$ cat src/rtl/mem_arb_pkg.sv
// Shared types and default widths for the two-port memory arbiter.
package mem_arb_pkg;

    localparam int ADDR_W_DEF = 27;
    localparam int DATA_W_DEF = 32;

    typedef enum logic [1:0] {
        IDLE    = 2'd0,
        BUSY_IF = 2'd1,
        BUSY_D  = 2'd2
    } state_t;

    typedef enum logic {
        OWN_IF = 1'b0,
        OWN_D  = 1'b1
    } owner_t;

endpackage

$ cat src/rtl/mem_arb_grant.sv
// Grant decision with starvation counter: fetch wins a contested grant once
// data has been granted STARVE_MAX times in a row while fetch was waiting.
module mem_arb_grant
    import mem_arb_pkg::*;
#(
    parameter int STARVE_MAX = 3
) (
    input  logic   sys_clk,
    input  logic   sys_rst,
    input  logic   if_valid_i,
    input  logic   d_valid_i,
    input  logic   grant_en_i,
    output owner_t owner_o
);

    localparam int CNT_W = (STARVE_MAX < 1) ? 1 : $clog2(STARVE_MAX + 1);

    logic [CNT_W-1:0] cnt_q, cnt_d;
    logic             starved;

    assign starved = (cnt_q == CNT_W'(STARVE_MAX));
    assign owner_o = (if_valid_i && (!d_valid_i || starved)) ? OWN_IF : OWN_D;

    always_comb begin
        cnt_d = cnt_q;
        if (!if_valid_i) begin
            cnt_d = '0;
        end else if (grant_en_i) begin
            if (owner_o == OWN_IF) begin
                cnt_d = '0;
            end else if (!starved) begin
                cnt_d = cnt_q + CNT_W'(1);
            end
        end
    end

    always_ff @(posedge sys_clk) begin
        if (sys_rst) begin
            cnt_q <= '0;
        end else begin
            cnt_q <= cnt_d;
        end
    end

endmodule

$ cat src/rtl/mem_port_arbiter.sv
// Fetch/data port arbiter in front of a single-request cache port.
// ARB_FAIR_EN enables the starvation-bounded grant (mem_arb_grant).
//
// state   | meaning
// IDLE    | no request outstanding; arbitrate on *_req_valid
// BUSY_IF | fetch request presented to the cache, waiting for cpu_res_ready
// BUSY_D  | data request presented to the cache, waiting for cpu_res_ready
module mem_port_arbiter
    import mem_arb_pkg::*;
#(
    parameter int ADDR_W     = ADDR_W_DEF,
    parameter int DATA_W     = DATA_W_DEF,
    parameter int STARVE_MAX = 3
) (
    input  logic              sys_clk,
    input  logic              sys_rst,
    input  logic              if_req_valid,
    input  logic [ADDR_W-1:0] if_req_addr,
    output logic              if_req_ready,
    output logic              if_res_valid,
    output logic [DATA_W-1:0] if_res_data,
    input  logic              d_req_valid,
    input  logic              d_req_rw,
    input  logic [ADDR_W-1:0] d_req_addr,
    input  logic [DATA_W-1:0] d_req_wdata,
    output logic              d_req_ready,
    output logic              d_res_valid,
    output logic [DATA_W-1:0] d_res_data,
    output logic [ADDR_W-1:0] cpu_req_addr,
    output logic [DATA_W-1:0] cpu_req_data,
    output logic              cpu_req_rw,
    output logic              cpu_req_valid,
    input  logic [DATA_W-1:0] cpu_res_data,
    input  logic              cpu_res_ready
);

    if (STARVE_MAX < 1) begin : g_starve_chk
        $error("STARVE_MAX must be at least 1");
    end

    state_t            state_q, state_d;
    logic [ADDR_W-1:0] addr_q, addr_d;
    logic [DATA_W-1:0] wdata_q, wdata_d;
    logic              rw_q, rw_d;
    logic              if_ready_q, if_ready_d, d_ready_q, d_ready_d;
    logic              if_res_valid_q, if_res_valid_d, d_res_valid_q, d_res_valid_d;
    logic [DATA_W-1:0] if_res_data_q, if_res_data_d, d_res_data_q, d_res_data_d;
    owner_t            grant_owner;

`ifdef ARB_FAIR_EN
    logic grant_en;
    assign grant_en = (state_q == IDLE) && (if_req_valid || d_req_valid);

    mem_arb_grant #(
        .STARVE_MAX (STARVE_MAX)
    ) u_grant (
        .sys_clk    (sys_clk),
        .sys_rst    (sys_rst),
        .if_valid_i (if_req_valid),
        .d_valid_i  (d_req_valid),
        .grant_en_i (grant_en),
        .owner_o    (grant_owner)
    );
`else
    assign grant_owner = (if_req_valid && !d_req_valid) ? OWN_IF : OWN_D;
`endif

    always_comb begin
        state_d        = state_q;
        addr_d         = addr_q;
        wdata_d        = wdata_q;
        rw_d           = rw_q;
        if_ready_d     = 1'b0;
        d_ready_d      = 1'b0;
        if_res_valid_d = 1'b0;
        d_res_valid_d  = 1'b0;
        if_res_data_d  = if_res_data_q;
        d_res_data_d   = d_res_data_q;
        case (state_q)
            IDLE: begin
                if (if_req_valid || d_req_valid) begin
                    if (grant_owner == OWN_IF) begin
                        state_d    = BUSY_IF;
                        addr_d     = if_req_addr;
                        wdata_d    = '0;
                        rw_d       = 1'b0;
                        if_ready_d = 1'b1;
                    end else begin
                        state_d    = BUSY_D;
                        addr_d     = d_req_addr;
                        wdata_d    = d_req_wdata;
                        rw_d       = d_req_rw;
                        d_ready_d  = 1'b1;
                    end
                end
            end
            BUSY_IF: begin
                if (cpu_res_ready) begin
                    state_d        = IDLE;
                    if_res_valid_d = 1'b1;
                    if_res_data_d  = cpu_res_data;
                end
            end
            BUSY_D: begin
                if (cpu_res_ready) begin
                    state_d       = IDLE;
                    d_res_valid_d = 1'b1;
                    // writes complete with zero data so the port never sees stale cache output
                    d_res_data_d  = rw_q ? '0 : cpu_res_data;
                end
            end
            default: state_d = IDLE;
        endcase
    end

    always_ff @(posedge sys_clk) begin
        if (sys_rst) begin
            state_q        <= IDLE;
            addr_q         <= '0;
            wdata_q        <= '0;
            rw_q           <= 1'b0;
            if_ready_q     <= 1'b0;
            d_ready_q      <= 1'b0;
            if_res_valid_q <= 1'b0;
            d_res_valid_q  <= 1'b0;
            if_res_data_q  <= '0;
            d_res_data_q   <= '0;
        end else begin
            state_q        <= state_d;
            addr_q         <= addr_d;
            wdata_q        <= wdata_d;
            rw_q           <= rw_d;
            if_ready_q     <= if_ready_d;
            d_ready_q      <= d_ready_d;
            if_res_valid_q <= if_res_valid_d;
            d_res_valid_q  <= d_res_valid_d;
            if_res_data_q  <= if_res_data_d;
            d_res_data_q   <= d_res_data_d;
        end
    end

    assign if_req_ready  = if_ready_q;
    assign d_req_ready   = d_ready_q;
    assign if_res_valid  = if_res_valid_q;
    assign if_res_data   = if_res_data_q;
    assign d_res_valid   = d_res_valid_q;
    assign d_res_data    = d_res_data_q;
    assign cpu_req_addr  = addr_q;
    assign cpu_req_data  = wdata_q;
    assign cpu_req_rw    = rw_q;
    assign cpu_req_valid = (state_q != IDLE);

endmodule
$ cat config.mk
export PLATFORM = sky130hd
export DESIGN_NAME = mem_port_arbiter
export DESIGN_NICKNAME = d
export VERILOG_FILES = /design/src/rtl/mem_arb_pkg.sv /design/src/rtl/mem_arb_grant.sv /design/src/rtl/mem_port_arbiter.sv
export SDC_FILE = /design/constraint.sdc
export NUM_CORES = 1
export LEC_CHECK = 0
export CORE_MARGIN = 1
export CORE_UTILIZATION = 42
export DETAILED_ROUTE_END_ITERATION = 7
export GPL_ROUTABILITY_DRIVEN = 0
export HOLD_SLACK_MARGIN = 0.15
export PLACE_DENSITY = 0.94
export SETUP_SLACK_MARGIN = 0.02
export SLEW_MARGIN = 30
export SYNTH_ARGS = -nofsm -noshare
export SYNTH_HDL_FRONTEND = slang
export SYNTH_SLANG_ARGS = --single-unit
$ cat constraint.sdc
create_clock -name sys_clk -period 2.1 [get_ports sys_clk]
set_input_delay 0.42 -clock sys_clk [delete_from_list [all_inputs] [get_ports sys_clk]]
set_output_delay 0.42 -clock sys_clk [all_outputs]
set_load 0.005 [all_outputs]
==> results.txt <==
----------------------------------------------------
[Routing]
  Vias per cell ... about 5.2
  Total DRC errors in the routed layout ... 0
  Via count ... 4502
  Average detailed-routed wire length per instance ... 16.88 µm
  Final routed wirelength across all metal layers ... approximately 15000 µm
  Remaining antenna violation count after routing ... 0
  Violation count after the first detailed-routing iteration ... about 260
  Detailed-router iteration count before antenna repair ... 4

[Yosys]
  Mapped Avg Cell Area ... slightly above 10 µm²
  Count of state elements after synthesis ... 130
  Most used flip-flop cell after synthesis ... dfxtp_1
  Synthesis warning total ... 0
  Total standard cell area after synthesis ... 4703 µm²
  Sequential fraction of the synthesis area ... 55.33%
  Fraction of synthesized cell area taken by the top area cell type ... 55.33%
  Syn Inst Count ... around 460
  Number of flops mapped to enable cells by yosys ... 0
  Unique masters post-synth ... 27
  Ranking of synthesized cells by area ... dfxtp_1 (55%), a22o_1 (12%), nand2_1 (9.6%)
  Most area-hungry cell type in the Yosys netlist ... dfxtp_1
  Share of synthesized flip-flops with an asynchronous set or reset ... 0%
  Post-Syn Nets ... 591

[STA]
  Highest attainable clock frequency ... between 500 and 600 MHz
  Shortest period the worst path allows ... 1.938 ns
  Number of max-slew violations in the final report ... 0
  Post-route clock period utilization ... between 90 and 100%
  Transition time at the pin with the least slew margin ... 0.7656 ns
  Remaining max-slew budget at the tightest pin ... 48.84%
  Fin Hold WS ... between 0.3 and 0.4 ns
  Final setup skew ... between 0.007 and 0.008 ns
  Number of endpoints with negative hold slack in the final report ... 0
  Setup repair after global routing missed its margin ... no
  Count of endpoints failing setup in the final report ... 0

[Placement]
  DP Wirelength ... 10250 µm
  Cells after DPL ... 830
  IO buf count ... 252

[Setup path]
  Cell with the biggest individual delay on the critical path ... clkdlybuf4s50_1
  Reg-to-reg endpoint ... cpu_req_data[17]
  Type of the worst setup path ... reg -> out
  Ordered cell list for the critical path ... clkdlybuf4s50_1
  Startpoint of the worst-slack reg-to-reg timing path ... state_q[0]
  Category of cells accounting for the largest share of critical-path delay ... buffers and inverters
  Nature of the critical path startpoint ... register
  Slowest stage delay, CP ... around 0.6 ns
  Buffers plus inverters on the worst setup path ... 1
  Maximum fanout along the worst path ... 3
  Data arrival at the endpoint of the critical path ... 1.52 ns
  Endpoint class of the critical path ... output pin
  R2R depth ... 5
  Slack of the worst reg-to-reg path ... 0.34 ns
  Critical path data required time ... between 1.5 and 2 ns

[Pwr]
  Leak ... 2.956 nW
  Sequential Power Share ... around two fifths
  Switching share of power ... 24.10%
  Power share of the combinational group ... 17.0%
  Psw ... 1.651 mW
  Portion of total power attributed to the clock network ... 43.0%
  Cell-internal power ... around 5.2 mW
  Peak supply drop ... 0.6040 mV
  Total power density per cell area ... 865.0 nW/µm²

[Layout]
  Antenna fix cells ... 0
  Area growth, synth to finish ... 68.42%
  Post-layout net count ... between 800 and 900
  Share of final-layout standard cells stronger than drive strength 1 ... 10.26%
  Filler cell count ... between 700 and 800
  Layout Cells excl Fill ... 861

[Clock network]
  Source-to-sink clock delay at the later pin of the worst-skew pair ... 0.51 ns
  TritonCTS Buffers ... 17
  Count of buffers added by post-CTS timing repair for setup ... 0
  Number of buffers on the longest clock path ... 2
  Library cell used as clock root buffer ... clkbuf_8
  TritonCTS clock tree ... yes
  Clk slew on worst S/H paths ... 0.06 ns
  Clock sinks ... 130
  CTS H-tree depth ... 4

[Outcome]
  Result of the run ... finished clean

[Floorplan]
  Top-Level Pins ... 253
  Core region area ... roughly 11000 µm²
  Num rows ... 38
  X dimension of the die ... about 110 µm
  Die span in y ... around 110 µm
  Starting utilization of the core area ... about 43%
  Overall die area ... ~12000 µm²

[Min path]
  HP Start ... sys_rst
  Worst hold path type ... in -> reg
  Cell depth of the worst hold path ... 2
  Hold path endpoint ... if_res_valid

[Job]
  MaxCap Viol Count ... 0

[GRT]
  Vias in the first global route ... between 4000 and 5000
  Number of antenna violations at the first check in global routing ... 0
  Global routing usage summed across all routing layers ... 25.47%
  Maximum number of pins on one net before global-route repair ... 37
  GRT overflow ... 0
  Global-route wire length before repair ... 22840 µm

----------------------------------------------------
[metal layers]
layer	wire length, µm	vias to the layer above	track usage, %
met5	0	-	0
met4	373	0	12.04
met3	1061	33	7.567
met2	7507	219	45.24
met1	5590	2129	27.56
li1	-	2121	-
[state kept, by name, summed over array words and instances (netlist names)]
signal / flops
d_res_data: 32
d_res_valid: 1
d_req_ready: 1
cpu_req_rw: 1
if_res_data: 32
if_res_valid: 1
if_req_ready: 1
cpu_req_addr: 27
cpu_req_data: 32
state_q: 2
[power groups by stage]
stage | combinational (mW) | sequential (mW) | clock [mW]
2_1_floorplan | 0.473 | 2.79 | 0
3_3_place_gp | 1.13 | 2.78 | 0
3_5_place_dp | 1.16 | 2.79 | 0
4_1_cts | 1.17 | 2.74 | 2.99
5_1_grt | 1.25 | 2.76 | 3.11
6_report | 1.16 | 2.74 | 2.95
[Yosys cell counts, drive strengths merged, types with 2 or more instances]
library cell,count
or2b,2
a22o,65
a311oi,27
dfxtp,130
ha,3
nand2b,2
buf,35
nand2,120
nor2,30
inv,3
a21oi,35
clkbuf,3
nor3,2
[cell type report]
cell class	count	area, µm²	area share (%)
Clock buffer	19	441.7	5.576
Clock inverter	12	157.7	1.990
Inverter	3	11.26	0.1422
Multi-Input combinational cell	293	1849	23.35
Sequential cell	130	2603	32.85
Tap cell	140	175.2	2.211
Timing Repair Buffer	264	2684	33.88
[per-stage QoR]
stage	utilization [%]	power [mW]	instance area (µm²)	setup slack (ns)	TNS (ns)
6_report	72.75	6.852	7921	0.1622	0
5_1_grt	72.75	7.122	7921	0.09534	0
4_1_cts	72.75	6.905	7921	0.1366	0
3_5_place_dp	67.24	3.952	7321	-0.02648	-0.06924
3_3_place_gp	67.24	3.908	7321	0.04591	0
2_1_floorplan	-	3.266	4703	0.7416	0
[cell usage in the layout (no fill, tap or decap), types with 2 or more instances in the layout]
cell and n:
nand2b_1 2, a311oi_1 4, or2b_1 2, a311oi_2 23, nor2_1 29, inv_1 2
a21oi_1 34, bufinv_16 3, dfxtp_1 130, clkbuf_8 3, clkdlybuf4s50_1 250, clkinvlp_4 6
a22o_1 65, clkbuf_16 16, nand2_1 120, ha_1 2, buf_4 7, buf_12 6
[what timing repair did]
action | 4_1_cts | 5_1_grt
setup endpoints to repair | 1 | 0
gates resized for setup | 2 | 0
hold buffers | 0 | 0
[kinds of logic after synthesis]
| kind of cell | Yosys count | synth area share, % |
|---|---|---|
| AO/OA/AOI/OAI | 130 | 24.39 |
| buffers and inverters | 41 | 5.640 |
| AND/OR/NAND/NOR | 160 | 13.83 |
| adder cells (fa/ha/maj) | 3 | 0.7982 |
| flip-flops | 130 | 55.33 |
[worst max-delay path by stage]
stage / start / to / slack, ns / cells past startpoint
2_1_floorplan: state_q[0] / cpu_req_data[10] / 0.74 / 7
5_1_grt: state_q[0] / cpu_req_valid / 0.1 / 4
3_5_place_dp: if_req_valid / cpu_req_data[0] / -0.03 / 4
4_1_cts: cpu_req_rw / cpu_req_rw / 0.14 / 1
3_3_place_gp: if_req_valid / cpu_req_data[20] / 0.05 / 4
6_report: cpu_req_rw / cpu_req_rw / 0.16 / 1
Note: power is estimated with default switching activity, not from simulation.
